[config.mk]
export PLATFORM = sky130hd
export DESIGN_NAME = bcd_scan_ctrl
export DESIGN_NICKNAME = d
export VERILOG_FILES = /design/src/rtl/bcd_scan_ctrl.sv
export SDC_FILE = /design/constraint.sdc
export NUM_CORES = 1
export LEC_CHECK = 0
export ABC_AREA = 1
export BUFFER_PORTS_ARGS = -buffer_cell sky130_fd_sc_hd__buf_2
export CAP_MARGIN = 15
export CELL_PAD_IN_SITES_DETAIL_PLACEMENT = 0
export CELL_PAD_IN_SITES_GLOBAL_PLACEMENT = 1
export CORE_ASPECT_RATIO = 0.75
export CORE_MARGIN = 5
export CORE_UTILIZATION = 43
export DETAILED_ROUTE_END_ITERATION = 7
export GPL_ROUTABILITY_DRIVEN = 0
export MAX_ROUTING_LAYER = met4
export PLACE_DENSITY_LB_ADDON = 0.05
export SYNTH_ARGS = -nofsm -noshare
export SYNTH_HDL_FRONTEND = slang
export SYNTH_SLANG_ARGS = --single-unit
[constraint.sdc]
create_clock -name clk -period 3.1 [get_ports clk]
set_input_delay 0.155 -clock clk [delete_from_list [all_inputs] [get_ports clk]]
set_output_delay 0.155 -clock clk [all_outputs]
set_load 0.01 [all_outputs]
[src/rtl/bcd_scan_ctrl.sv]
// bcd_scan_ctrl: time-multiplexed scan controller sharing one BCD-to-decimal
// decoder across NDIG digit positions, with blanking gaps between digits and
// a frame-synchronous shadow register for new values.
//
// Ports:
//   clk, rst_n   clock (rising edge) and asynchronous active-low reset
//   load         one-cycle strobe, capture value
//   value        packed BCD, nibble 0 = value[3:0] = least significant digit
//   clr_err      clears the sticky err flag
//   bcd_out      nibble to the shared decoder, 4'hF = blank
//   digit_sel    one-hot active digit, zero when blank or idle
//   frame_tick   one-cycle pulse at each frame boundary (not on first entry)
//   pending      shadow holds a value not yet displayed
//   err          sticky, a loaded nibble was greater than 9
//
// Optional build macro BCD_SCAN_BLANK_LZ_EN enables leading-zero blanking.

module bcd_scan_ctrl #(
    parameter int unsigned NDIG  = 4,
    parameter int unsigned DWELL = 8,
    parameter int unsigned GAP   = 2
) (
    input  logic              clk,
    input  logic              rst_n,
    input  logic              load,
    input  logic [4*NDIG-1:0] value,
    input  logic              clr_err,
    output logic [3:0]        bcd_out,
    output logic [NDIG-1:0]   digit_sel,
    output logic              frame_tick,
    output logic              pending,
    output logic              err
);

    localparam int unsigned VW = 4 * NDIG;
    localparam int unsigned IW = (NDIG > 1) ? $clog2(NDIG) : 1;
    localparam int unsigned CW = $clog2(DWELL + GAP + 1);

    typedef enum logic [1:0] {
        S_IDLE = 2'd0,
        S_SCAN = 2'd1,
        S_GAP  = 2'd2
    } state_t;

    state_t          r_state, w_nxt_state;
    logic [IW-1:0]   r_idx, w_nxt_idx;
    logic [CW-1:0]   r_cnt, w_nxt_cnt;
    logic [VW-1:0]   r_active, w_nxt_active;
    logic [VW-1:0]   r_shadow, w_nxt_shadow;
    logic            r_pending, w_nxt_pending;
    logic            r_err, w_nxt_err;
    logic            w_nxt_tick;
    logic            w_adv;
    logic [3:0]      r_bcd_out;
    logic [NDIG-1:0] r_digit_sel;
    logic            r_frame_tick;

    // One-hot decode of the digit index.
    function automatic logic [NDIG-1:0] f_onehot(input logic [IW-1:0] idx);
        logic [NDIG-1:0] s;
        s = '0;
        for (int i = 0; i < int'(NDIG); i++) begin
            if (idx == IW'(i)) s[i] = 1'b1;
        end
        return s;
    endfunction

    // Nibble shown for a digit; invalid nibbles (and optionally leading zeros) blank.
    function automatic logic [3:0] f_disp(input logic [VW-1:0] v, input logic [IW-1:0] idx);
        logic [3:0] n;
`ifdef BCD_SCAN_BLANK_LZ_EN
        logic       hi_zero;
        hi_zero = 1'b1;
`endif
        n = 4'hF;
        for (int i = int'(NDIG) - 1; i >= 0; i--) begin
`ifdef BCD_SCAN_BLANK_LZ_EN
            // hi_zero covers nibbles i..NDIG-1, so a zero digit with nothing above blanks.
            if (v[4*i +: 4] != 4'd0) hi_zero = 1'b0;
`endif
            if (idx == IW'(i)) begin
                n = v[4*i +: 4];
`ifdef BCD_SCAN_BLANK_LZ_EN
                if (i != 0 && hi_zero) n = 4'hF;
`endif
            end
        end
        if (n > 4'd9) n = 4'hF;
        return n;
    endfunction

    // True when any nibble of the loaded value is not a BCD digit.
    function automatic logic f_bad(input logic [VW-1:0] v);
        logic b;
        b = 1'b0;
        for (int i = 0; i < int'(NDIG); i++) begin
            if (v[4*i +: 4] > 4'd9) b = 1'b1;
        end
        return b;
    endfunction

    // State and datapath registers.
    always_ff @(posedge clk or negedge rst_n) begin
        if (!rst_n) begin
            r_state      <= S_IDLE;
            r_idx        <= '0;
            r_cnt        <= '0;
            r_active     <= '0;
            r_shadow     <= '0;
            r_pending    <= 1'b0;
            r_err        <= 1'b0;
            r_frame_tick <= 1'b0;
            r_digit_sel  <= '0;
            r_bcd_out    <= 4'hF;
        end else begin
            r_state      <= w_nxt_state;
            r_idx        <= w_nxt_idx;
            r_cnt        <= w_nxt_cnt;
            r_active     <= w_nxt_active;
            r_shadow     <= w_nxt_shadow;
            r_pending    <= w_nxt_pending;
            r_err        <= w_nxt_err;
            r_frame_tick <= w_nxt_tick;
            // Outputs are registered from the next state so they line up with it.
            r_digit_sel  <= (w_nxt_state == S_SCAN) ? f_onehot(w_nxt_idx) : '0;
            r_bcd_out    <= (w_nxt_state == S_SCAN) ? f_disp(w_nxt_active, w_nxt_idx) : 4'hF;
        end
    end

    // Next-state, dwell/gap timing, shadow handling and sticky error.
    always_comb begin
        w_nxt_state   = r_state;
        w_nxt_idx     = r_idx;
        w_nxt_cnt     = r_cnt;
        w_nxt_active  = r_active;
        w_nxt_shadow  = r_shadow;
        w_nxt_pending = r_pending;
        w_nxt_tick    = 1'b0;
        w_adv         = 1'b0;
        w_nxt_err     = (load && f_bad(value)) ? 1'b1 : (clr_err ? 1'b0 : r_err);

        case (r_state)
            S_IDLE: begin
                if (load) begin
                    w_nxt_state  = S_SCAN;
                    w_nxt_idx    = '0;
                    w_nxt_cnt    = '0;
                    w_nxt_active = value;
                end
            end
            S_SCAN: begin
                if (r_cnt == CW'(DWELL - 1)) begin
                    w_nxt_cnt = '0;
                    if (GAP == 0) w_adv = 1'b1;
                    else          w_nxt_state = S_GAP;
                end else begin
                    w_nxt_cnt = r_cnt + CW'(1);
                end
            end
            S_GAP: begin
                if (r_cnt == CW'(GAP - 1)) begin
                    w_nxt_cnt   = '0;
                    w_nxt_state = S_SCAN;
                    w_adv       = 1'b1;
                end else begin
                    w_nxt_cnt = r_cnt + CW'(1);
                end
            end
            default: w_nxt_state = S_IDLE;
        endcase

        if (r_state != S_IDLE && load) begin
            w_nxt_shadow  = value;
            w_nxt_pending = 1'b1;
        end

        // Advancing past the last digit starts a new frame; a same-cycle load beats the shadow.
        if (w_adv) begin
            if (r_idx == IW'(NDIG - 1)) begin
                w_nxt_idx  = '0;
                w_nxt_tick = 1'b1;
                if (load) begin
                    w_nxt_active  = value;
                    w_nxt_pending = 1'b0;
                end else if (r_pending) begin
                    w_nxt_active  = r_shadow;
                    w_nxt_pending = 1'b0;
                end
            end else begin
                w_nxt_idx = r_idx + IW'(1);
            end
        end
    end

    assign bcd_out    = r_bcd_out;
    assign digit_sel  = r_digit_sel;
    assign frame_tick = r_frame_tick;
    assign pending    = r_pending;
    assign err        = r_err;

endmodule

==> out/qor.csv, run 1 <==
stage;metric;value;unit
cells_and_area;design area;3226;um2
cells_and_area;antenna diode count;0;
cells_and_area;Final nets;437;
setup_path;required time of the worst setup path;3.35;ns
floorplan;x dimension of the die;105.6;um
floorplan;num rows;26;
sta;final clock skew;0.009367;ns
power;worst vdd rail ir drop;0.1626;mV
cells_and_area;fillcell total;693;
synth;top cell types by occurrence after synthesis;sky130_fd_sc_hd__nand2_1 (97), sky130_fd_sc_hd__dfrtp_1 (47), sky130_fd_sc_hd__inv_1 (45), sky130_fd_sc_hd__nor2_1 (33), sky130_fd_sc_hd__o21ai_0 (32);
setup_path;category of the worst setup path capture point;flop;
synth;top flip-flop cell by instance count after synthesis;sky130_fd_sc_hd__dfrtp_1;
global_routing;global-route wire length before repair;12440;um
synth;most instantiated library cell after synthesis;sky130_fd_sc_hd__nand2_1;
synth;syn_area_per_cell;7.683;um2
min_path;kind of path behind the tightest hold check;input port to flop;
synth;synthesized net count;411;
drt;number of detailed-routing iterations run before antenna repair;4;
clock_network;setup fix buffers added after clock tree synthesis;0;
setup_path;list of cells traversed by the critical path;inv_1 -> ha_1 -> nand4_4 -> inv_1 -> or2_0 -> nand2_1 -> nand2_1 -> inv_1 -> nor2_2 -> nand2_2 -> nand3_1;
synth;count of distinct cell types in the synthesized netlist;40;
setup_path;cell family with most CP delay;simple AND/OR/NAND/NOR gates;
sta;setup-violating endpoint count in the final report;0;
global_routing;via count of the first global-routing pass;2442;
global_routing;largest net degree at the start of global routing;36;
place;Port Buffer Count;30;
clock_network;CTS buffer count;5;
drt;vias after detailed routing;2512;
drt;vias per cell;5.075;
synth;compound-cell area share of the yosys netlist;13.27;%
setup_path;Critical-path top delay cell;sky130_fd_sc_hd__nand4_4;
clock_network;number of gates resized after cts;0;
sta;Max transition margin;43.50;%
sta;Final TNS setup;0;ns
setup_path;slowest stage delay, CP;0.43;ns
sta;Final min period;2.294;ns
synth;#FFs+latches synth;51;
setup_path;crit-path most repeated cell;sky130_fd_sc_hd__inv_1;
synth;Synth Instances;384;
cells_and_area;share of cells above drive strength 1;17.52;%
clock_network;maximum number of buffers from clock root to sink;2;
synth;xor and xnor fraction of the mapped netlist area;0.2969;%
outcome;run status;completed;
synth;Post-synth EDFFs;0;
synth;top cell type by total area after synthesis;sky130_fd_sc_hd__dfrtp_1;
synth;Seq/Total Area, Yosys;43.43;%
synth;share of synthesized cell area in and, or, nand and nor gates;28.46;%
drt;DRC violation count after routing;0;
synth;Post-Syn Area;2950;um2
floorplan;number of top-level pins;31;
place;half-perimeter wire length after detailed placement;5178;um
cells_and_area;combined flip-flop and latch cell area;1281;um2
drt;Detail Route Antenna Nets;0;
floorplan;CORE AREA;6734;um2
power;LEAKAGE;1.723;nW
floorplan;Die Area;8635;um2
global_routing;total global-route track usage;19.18;%
synth;async set-or-reset flop fraction in the synthesized netlist;100.0;%
clock_network;TritonCTS clock tree;yes;
sta;timing-limited maximum frequency;436.0;MHz
floorplan;starting density of the core;43.81;%
sta;hold violation count in the final report;0;
sta;unrepaired setup endpoints after global routing;no;
place;Post-Place Cell Area;3132;um2
global_routing;initial antenna violation count;0;
synth;largest cells by area after synthesis;sky130_fd_sc_hd__dfrtp_1 (40%), sky130_fd_sc_hd__nand2_1 (12%), sky130_fd_sc_hd__inv_1 (5.7%);
clock_network;hold_buf cts;1;
sta;number of max-slew violations in the final report;0;
cells_and_area;area overhead of the layout relative to synthesis;9.330;%
clock_network;clock slew seen by the registers of the worst setup and hold paths;0.10;ns
drt;drt total wl;7295;um
synth;multiplexer fraction of the synthesized cell area;2.120;%
setup_path;launching element type of the critical path;flop;
global_routing;Remaining Overflow, GRT;0;
synth;largest family of logic cells by synthesized area;simple AND/OR/NAND/NOR gates;
sta;period utilisation layout;73.99;%
floorplan;height of the die;81.74;um
clock_network;clk_lat worst skew;0.31;ns
drt;Wirelength per Cell;14.74;um
power;Power Dens Cells;401.3;nW/um2
run;max-capacitance violation count;0;
synth;warning count from the yosys run;0;
setup_path;startpoint-to-endpoint class of the critical path;flop to flop;
synth;Post-Synth Adder-Cell Area;2.969;%
clock_network;clock root cell;sky130_fd_sc_hd__clkbuf_8;
clock_network;CTS H-tree lvls;2;
setup_path;endpoint arrival time on the critical path;2.54;ns
drt;initial detailed-routing violation count;173;
cells_and_area;area of combinational cells with multiple inputs;1390;um2
synth;proportion of netlist area held by the largest area contributor;39.86;%
sta;Worst Max-Slew Pin Slew;0.8475;ns
setup_path;CP max FO;27;
setup_path;number of buffer and inverter instances along the worst setup path;3;
clock_network;Sink Count;51;
[area by class of cell]
class                      instances  area share, %
inverter                          48          5.663
clock inverter                     3         0.4655
sequential                        51          39.72
multi-input combinational        270          43.10
timing repair buffer              34          5.663
tap                               84          3.258
clock buffer                       5          2.133
[sequential cells by signal, indices dropped and copies added, names as in the netlist]
register and flops:
bcd_out 4, digit_sel 4, err 1, frame_tick 1, pending 1, r_active 16
r_cnt 4, r_idx 2, r_shadow 16, r_state 2
[logic make-up after synthesis]
group,after synthesis
adders and majority gates,7
DFF,51
AOI/OAI and AO/OA,69
buffers and inverters,63
xor gates and xnor gates,1
muxes,6
and+or+nand+nor,187
[path summary, 6_finish.rpt]
kind                        startpoint  cells past startpoint           end  slack (ns)
min                            clr_err                      2           err        0.03
max reg2reg                 r_state[0]                     11    bcd_out[2]        0.81
min reg2reg                r_shadow[3]                      2   r_shadow[3]        0.50
max                         r_state[0]                     11    bcd_out[2]        0.81
min in group asynchronous        rst_n                      2  r_shadow[13]        0.49
max in group asynchronous        rst_n                      3    bcd_out[2]        1.81
[power breakdown]
group | total [mW] | switching, mW | internal (mW) | leakage, nW
registers | 0.733 | 0.0187 | 0.714 | 0.602
clock network | 0.385 | 0.229 | 0.155 | 0.0477
logic | 0.177 | 0.111 | 0.0665 | 1.07
total | 1.29 | 0.359 | 0.936 | 1.72
[per-layer routing]
layer / vias up / track usage [%] / wire [um]
met2: 63 / 28.82 / 3023
met4: 0 / 4.657 / 65
met3: 5 / 3.378 / 362
met5: - / - / 0
met1: 1167 / 27.17 / 3843
li1: 1277 / - / -
[per-stage QoR]
step,power [mW],setup slack (ns),util [%],cells,hold WS [ns]
after floorplan,0.8521,1.319,-,384,-0.1406
after global placement,0.9223,0.8278,46.51,486,0.3025
after detailed placement,0.9225,0.8027,46.51,486,0.3138
after CTS,1.316,0.7802,47.90,495,0.01798
after global routing,1.379,0.4879,47.90,495,0.01507
final,1.295,0.8063,47.90,495,0.02722
[layout by cell type (no fill, tap or decap), drive strengths merged]
cell,synthesis,routed
buf,13,33
a21oi,21,21
mux2i,4,4
a2bb2oi,1,1
clkbuf,2,5
a21boi,5,5
nand4,3,3
o22ai,3,3
dfstp,4,4
o31ai,1,1
xor2,1,1
ha,7,7
clkinv,0,3
nand2,102,102
inv,48,48
a31oi,1,1
mux2,2,2
dlygate4sd3,0,1
nor3,2,2
nor2,41,41
or2,6,6
nand3b,1,1
dfrtp,47,47
nand3,31,31
o21ai,37,37
and2,1,1
Power figures use the tool's default switching activity.
==> run 2, diff against run 1 <==
- clock period: 3.1 -> 2.3 ns (I/O delays scaled with it)
==> out/qor.csv, run 2 (synthesis gave the netlist of run 1 again) <==
stage;metric;value;unit;change
outcome;run status;completed;;
cells_and_area;antenna diode count;0;;unchanged
floorplan;x dimension of the die;105.6;um;unchanged
power;Power Dens Cells;526.2;nW/um2;+31%
sta;setup-violating endpoint count in the final report;0;;unchanged
clock_network;clock slew seen by the registers of the worst setup and hold paths;0.09;ns;about the same
cells_and_area;highest-count cells in the layout ignoring fill and taps;sky130_fd_sc_hd__nand2_1 (97), sky130_fd_sc_hd__dfrtp_1 (47), sky130_fd_sc_hd__inv_1 (45);;
setup_path;Reg-to-Reg Start;r_state[1];;
sta;Max transition margin;56.08;%;+13 points
floorplan;num rows;26;;unchanged
place;half-perimeter wire length after detailed placement;5292;um;+2.2%
cells_and_area;most common cell after layout, fill and taps aside;sky130_fd_sc_hd__nand2_1;;
global_routing;largest net degree at the start of global routing;52;;+44%
global_routing;total global-route track usage;18.69;%;-0.49 points
place;Port Buffer Count;30;;unchanged
sta;hold violation count in the final report;0;;unchanged
clock_network;clock root cell;sky130_fd_sc_hd__clkbuf_8;;
cells_and_area;Finished Layout Cells;507;;+2.4%
drt;number of detailed-routing iterations run before antenna repair;5;;+1
global_routing;Remaining Overflow, GRT;0;;unchanged
floorplan;CORE AREA;6734;um2;unchanged
drt;drt total wl;7425;um;+1.8%
setup_path;end of the worst register-to-register path;bcd_out[2];;
sta;final clock skew;0.003863;ns;-0.005504 ns
setup_path;launching element type of the critical path;flop;;
min_path;WHS Endpoint;r_shadow[12];;
setup_path;required time of the worst setup path;2.55;ns;-0.80 ns
global_routing;global-route wire length before repair;12410;um;-0.27%
power;worst vdd rail ir drop;0.2745;mV;+69%
power;Final Power;1.745;mW;+35%
drt;initial detailed-routing violation count;198;;+14%
sta;unrepaired setup endpoints after global routing;no;;
cells_and_area;Final nets;449;;+2.7%
global_routing;via count of the first global-routing pass;2342;;-4.1%
cells_and_area;share of cells above drive strength 1;19.39;%;+1.9 points
cells_and_area;area overhead of the layout relative to synthesis;12.43;%;
floorplan;number of top-level pins;31;;unchanged
cells_and_area;design area;3317;um2;+2.8%
sta;period utilisation layout;89.38;%;+15 points
global_routing;initial antenna violation count;0;;unchanged
run;max-capacitance violation count;0;;unchanged
drt;vias per cell;4.913;;-3.2%
setup_path;worst reg-to-reg path cell count;13;;+2
cells_and_area;largest registers;r_active: 16 flops, r_shadow: 16 flops;;
sta;Final min period;2.056;ns;-0.2380 ns
sta;Worst Max-Slew Pin Slew;0.6588;ns;-0.1886 ns
min_path;kind of path behind the tightest hold check;input port to flop;;
clock_network;Sink Count;51;;unchanged
cells_and_area;end-of-flow core utilization;49.26;%;+1.4 points
clock_network;CTS H-tree lvls;2;;unchanged
power;LEAKAGE;1.769;nW;+2.6%
place;Place WS;0.1844;ns;-0.6184 ns
setup_path;Worst R2R Setup Slack;0.24;ns;-0.56 ns
floorplan;starting density of the core;43.81;%;unchanged
setup_path;category of the worst setup path capture point;flop;;
floorplan;height of the die;81.74;um;unchanged
min_path;hold-critical path depth;3;;+1
drt;Wirelength per Cell;14.64;um;-0.63%
sta;worst-case setup margin in the final layout;0.2443;ns;-0.5620 ns
cells_and_area;fillcell total;667;;-3.8%
drt;vias after detailed routing;2491;;-0.84%
place;Post-Place Cell Area;3207;um2;+2.4%
clock_network;clk_lat worst skew;0.30;ns;about the same
clock_network;TritonCTS clock tree;yes;;
sta;Final TNS setup;0;ns;unchanged
floorplan;Die Area;8635;um2;unchanged
clock_network;maximum number of buffers from clock root to sink;2;;unchanged
drt;DRC violation count after routing;0;;unchanged
sta;timing-limited maximum frequency;486.5;MHz;+12%
min_path;launch point of the worst hold path;value[12];;
clock_network;setup fix buffers added after clock tree synthesis;0;;unchanged
setup_path;startpoint-to-endpoint class of the critical path;flop to flop;;
drt;Detail Route Antenna Nets;0;;unchanged
sta;final worst hold slack;0.08202;ns;+0.05480 ns
sta;number of max-slew violations in the final report;0;;unchanged
setup_path;CP max FO;11;;-59%
setup_path;endpoint arrival time on the critical path;2.31;ns;-0.23 ns
clock_network;CTS buffer count;5;;unchanged
place;Inst Count DP;496;;+2.1%
-- run 2: cell types whose count changed in the layout (fill, tap and decap cells not counted) --
| cell | change |
|---|---|
| sky130_fd_sc_hd__buf_4 | +10 |
| sky130_fd_sc_hd__clkbuf_1 | +2 |
| sky130_fd_sc_hd__clkinv_2 | -2 |
| sky130_fd_sc_hd__dlygate4sd3_1 | +1 |
| sky130_fd_sc_hd__ha_1 | -1 |
| sky130_fd_sc_hd__ha_2 | +1 |
| sky130_fd_sc_hd__nand2_2 | +1 |
-- run 2: worst max-delay path by stage --
stage                     startpoint    endpoint  slack (ns)  cells past startpoint
after floorplan           r_state[0]  bcd_out[2]        0.52                     16
after global placement    r_state[0]  bcd_out[1]        0.20                     12
after detailed placement  r_state[0]  bcd_out[2]        0.18                     16
after CTS                 r_state[0]  bcd_out[1]        0.17                     16
after global routing      r_state[1]  bcd_out[2]        0.02                     13
final                     r_state[1]  bcd_out[2]        0.24                     13
-- run 2: timing repair --
| item | 4_1_cts | 5_1_grt |
|---|---|---|
| hold buffers | 2 | 0 |
| hold endpoints to repair | 48 | 0 |
| gates resized for setup | 0 | 1 |
| setup endpoints to repair | 0 | 3 |
-- run 2: area by class of cell --
class	count	area, um2	share of cell area, %
Sequential cell	51	1281	38.63
Inverter	48	182.7	5.507
Timing Repair Buffer	45	267.8	8.072
Clock buffer	7	76.32	2.301
Tap cell	84	105.1	3.169
Multi-Input combinational cell	271	1399	42.17
Clock inverter	1	5.005	0.1509
-- run 2: power by group --
part	internal, mW	switching (mW)	leakage (nW)
clock	0.215	0.300	0.0422
sequential	0.962	0.0237	0.602
combinational	0.0938	0.151	1.12
-- run 2: worst max-delay path: stages (launching register included) --
cell and delay, ns:
sky130_fd_sc_hd__dfrtp_1 0.41, sky130_fd_sc_hd__inv_1 0.12, sky130_fd_sc_hd__ha_2 0.27, sky130_fd_sc_hd__nand2_4 0.14
sky130_fd_sc_hd__buf_4 0.19, sky130_fd_sc_hd__nand3_2 0.09, sky130_fd_sc_hd__nand2_4 0.09, sky130_fd_sc_hd__nor2_2 0.19
sky130_fd_sc_hd__nand3_1 0.14, sky130_fd_sc_hd__nand2_1 0.11, sky130_fd_sc_hd__nor2_2 0.05, sky130_fd_sc_hd__nand2_1 0.07
sky130_fd_sc_hd__nand2_2 0.06, sky130_fd_sc_hd__nand3_1 0.07
-- run 2: metal layers --
layer  wire, um  share of wire, %  global-route usage [%]  vias to the layer above
met1       4098                55                   28.75                     1125
met5          0                 0                       -                        -
met4         40              0.54                   3.493                        0
li1           -                 -                       -                     1297
met3        306               4.1                   3.221                        7
met2       2979                40                   25.64                       62
==> run 3, diff against run 2 <==
- CELL_PAD_IN_SITES_DETAIL_PLACEMENT: 0 -> 1
==> out/qor.csv, run 3 (synthesis gave the netlist of run 1 again) <==
stage;metric;value;unit;change
global_routing;total global-route track usage;21.34;%;+2.6 points
setup_path;Worst R2R Setup Slack;0.20;ns;-0.05 ns
cells_and_area;area of combinational cells with multiple inputs;1405;um2;+0.45%
min_path;launch point of the worst hold path;value[8];;
sta;Final min period;2.101;ns;+0.04559 ns
cells_and_area;largest registers;r_active: 16 flops, r_shadow: 16 flops;;
global_routing;global-route wire length before repair;14150;um;+14%
power;reported net switching power;0.4964;mW;+4.6%
floorplan;number of top-level pins;31;;unchanged
clock_network;Sink Count;51;;unchanged
drt;vias per cell;5.107;;+3.9%
power;Comb pwr share;14.4;%;+0.4 points
power;worst vdd rail ir drop;0.2450;mV;-11%
clock_network;CTS H-tree lvls;2;;unchanged
drt;drt total wl;8120;um;+9.4%
global_routing;Remaining Overflow, GRT;0;;unchanged
power;Sw Share;28.16;%;+0.97 points
sta;final clock skew;0.002071;ns;-0.001792 ns
clock_network;CTS buffer count;5;;unchanged
setup_path;Reg-to-Reg Start;r_state[0];;
drt;Wirelength per Cell;16.05;um;+9.6%
setup_path;endpoint arrival time on the critical path;2.35;ns;+0.04 ns
sta;period utilisation layout;91.36;%;+2.0 points
global_routing;largest net degree at the start of global routing;52;;unchanged
cells_and_area;highest-count cells in the layout ignoring fill and taps;sky130_fd_sc_hd__nand2_1 (97), sky130_fd_sc_hd__dfrtp_1 (47), sky130_fd_sc_hd__inv_1 (45);;
sta;timing-limited maximum frequency;475.9;MHz;-2.2%
clock_network;clock slew seen by the registers of the worst setup and hold paths;0.10;ns;about the same
global_routing;initial antenna violation count;0;;unchanged
setup_path;worst reg-to-reg path cell count;10;;-3
clock_network;setup fix buffers added after clock tree synthesis;0;;unchanged
sta;Worst Max-Slew Pin Slew;0.6620;ns;+0.003194 ns
place;half-perimeter wire length after detailed placement;6003;um;+13%
power;share of total power in sequential cells;56.0;%;-0.5 points
sta;Final TNS setup;0;ns;unchanged
setup_path;launching element type of the critical path;flop;;
floorplan;Die Area;8635;um2;unchanged
global_routing;via count of the first global-routing pass;2777;;+19%
setup_path;CP max FO;6;;-5
clock_network;clock root cell;sky130_fd_sc_hd__clkbuf_8;;
min_path;WHS Endpoint;r_shadow[8];;
drt;DRC violation count after routing;0;;unchanged
drt;initial detailed-routing violation count;103;;-48%
min_path;hold-critical path depth;3;;unchanged
power;Power Dens Cells;530.1;nW/um2;+0.75%
sta;Max transition margin;55.87;%;-0.21 points
clock_network;maximum number of buffers from clock root to sink;2;;unchanged
drt;Detail Route Antenna Nets;0;;unchanged
floorplan;x dimension of the die;105.6;um;unchanged
clock_network;TritonCTS clock tree;yes;;
drt;vias after detailed routing;2584;;+3.7%
min_path;kind of path behind the tightest hold check;input port to flop;;
floorplan;height of the die;81.74;um;unchanged
setup_path;category of the worst setup path capture point;flop;;
power;Power Internal;1.267;mW;-0.32%
run;max-capacitance violation count;0;;unchanged
sta;setup-violating endpoint count in the final report;0;;unchanged
floorplan;CORE AREA;6734;um2;unchanged
floorplan;num rows;26;;unchanged
cells_and_area;most common cell after layout, fill and taps aside;sky130_fd_sc_hd__nand2_1;;
cells_and_area;combined flip-flop and latch cell area;1281;um2;unchanged
setup_path;startpoint-to-endpoint class of the critical path;flop to flop;;
outcome;run status;completed;;
cells_and_area;area overhead of the layout relative to synthesis;12.72;%;
setup_path;end of the worst register-to-register path;bcd_out[0];;
sta;unrepaired setup endpoints after global routing;no;;
cells_and_area;share of cells above drive strength 1;19.91;%;+0.52 points
power;part of the total power dissipated in the clock network;29.6;%;about the same
sta;number of max-slew violations in the final report;0;;unchanged
cells_and_area;Final nets;448;;-0.22%
power;LEAKAGE;1.766;nW;-0.13%
drt;number of detailed-routing iterations run before antenna repair;4;;-1
sta;hold violation count in the final report;0;;unchanged
floorplan;starting density of the core;43.81;%;unchanged
cells_and_area;fillcell total;863;;+29%
clock_network;clk_lat worst skew;0.30;ns;about the same
place;Port Buffer Count;30;;unchanged
cells_and_area;antenna diode count;0;;unchanged
setup_path;required time of the worst setup path;2.55;ns;about the same
power;Final Power;1.763;mW;+1.0%
## run 3: how the worst max path moves through the flow
stage	startpoint	end	slack [ns]
detailed placement	r_state[0]	bcd_out[2]	0.17
global route	r_state[1]	bcd_out[2]	0.009
global placement	r_state[0]	bcd_out[1]	0.20
finish	r_state[0]	bcd_out[0]	0.20
CTS	r_state[0]	bcd_out[2]	0.16
floorplan	r_state[0]	bcd_out[2]	0.52
## run 3: final cells by class
type / instances / area share, %
clock buffer: 5 / 2.069
multi-input combinational: 270 / 42.25
timing repair buffer: 45 / 8.051
clock inverter: 3 / 0.4515
inverter: 48 / 5.493
sequential: 51 / 38.53
tap: 84 / 3.160
## run 3: critical path: stages (launching register included)
cell and delay [ns]:
sky130_fd_sc_hd__dfrtp_1 0.41, sky130_fd_sc_hd__inv_1 0.11, sky130_fd_sc_hd__ha_1 0.23, sky130_fd_sc_hd__buf_4 0.17, sky130_fd_sc_hd__nand3_1 0.17, sky130_fd_sc_hd__a31oi_1 0.47
sky130_fd_sc_hd__nand3_1 0.17, sky130_fd_sc_hd__nor2_1 0.11, sky130_fd_sc_hd__nand3_1 0.09, sky130_fd_sc_hd__nand2_1 0.07, sky130_fd_sc_hd__nand2_1 0.05
## run 3: repair_timing
action / CTS / global route
endpoints found under the hold margin: 48 / 0
gates resized for setup: 0 / 4
endpoints found under the setup margin: 0 / 3
hold buffers: 2 / 0
## run 3: power by group through the flow
| stage | Combinational (mW) | Clock [mW] | Sequential (mW) |
|---|---|---|---|
| 2_1_floorplan | 0.145 | 0 | 1.00 |
| 5_1_grt | 0.291 | 0.578 | 0.995 |
| 6_report | 0.253 | 0.522 | 0.988 |
| 3_3_place_gp | 0.243 | 0 | 1.00 |
| 3_5_place_dp | 0.251 | 0 | 1.00 |
| 4_1_cts | 0.255 | 0.543 | 0.988 |
## run 3: metrics by stage
step	hold WS [ns]	utilization (%)	area, um2	instances	worst slack (ns)
CTS	0.08320	49.16	3311	506	0.1569
global route	0.1019	49.39	3326	506	0.009322
global placement	0.2770	47.62	3207	496	0.2022
finish	0.09205	49.39	3326	506	0.1987
detailed placement	0.2908	47.62	3207	496	0.1694
floorplan	-0.1806	-	2950	384	0.5189
## run 3: metal layers
metal | vias to the layer above | share of wire (%) | GRT usage, % | wire length, um
met4 | 0 | 0.62 | 4.269 | 50
met1 | 1261 | 53 | 30.18 | 4329
met5 | - | 0 | - | 0
li1 | 1294 | - | - | -
met3 | 5 | 2.1 | 3.142 | 173
met2 | 24 | 44 | 33.02 | 3567
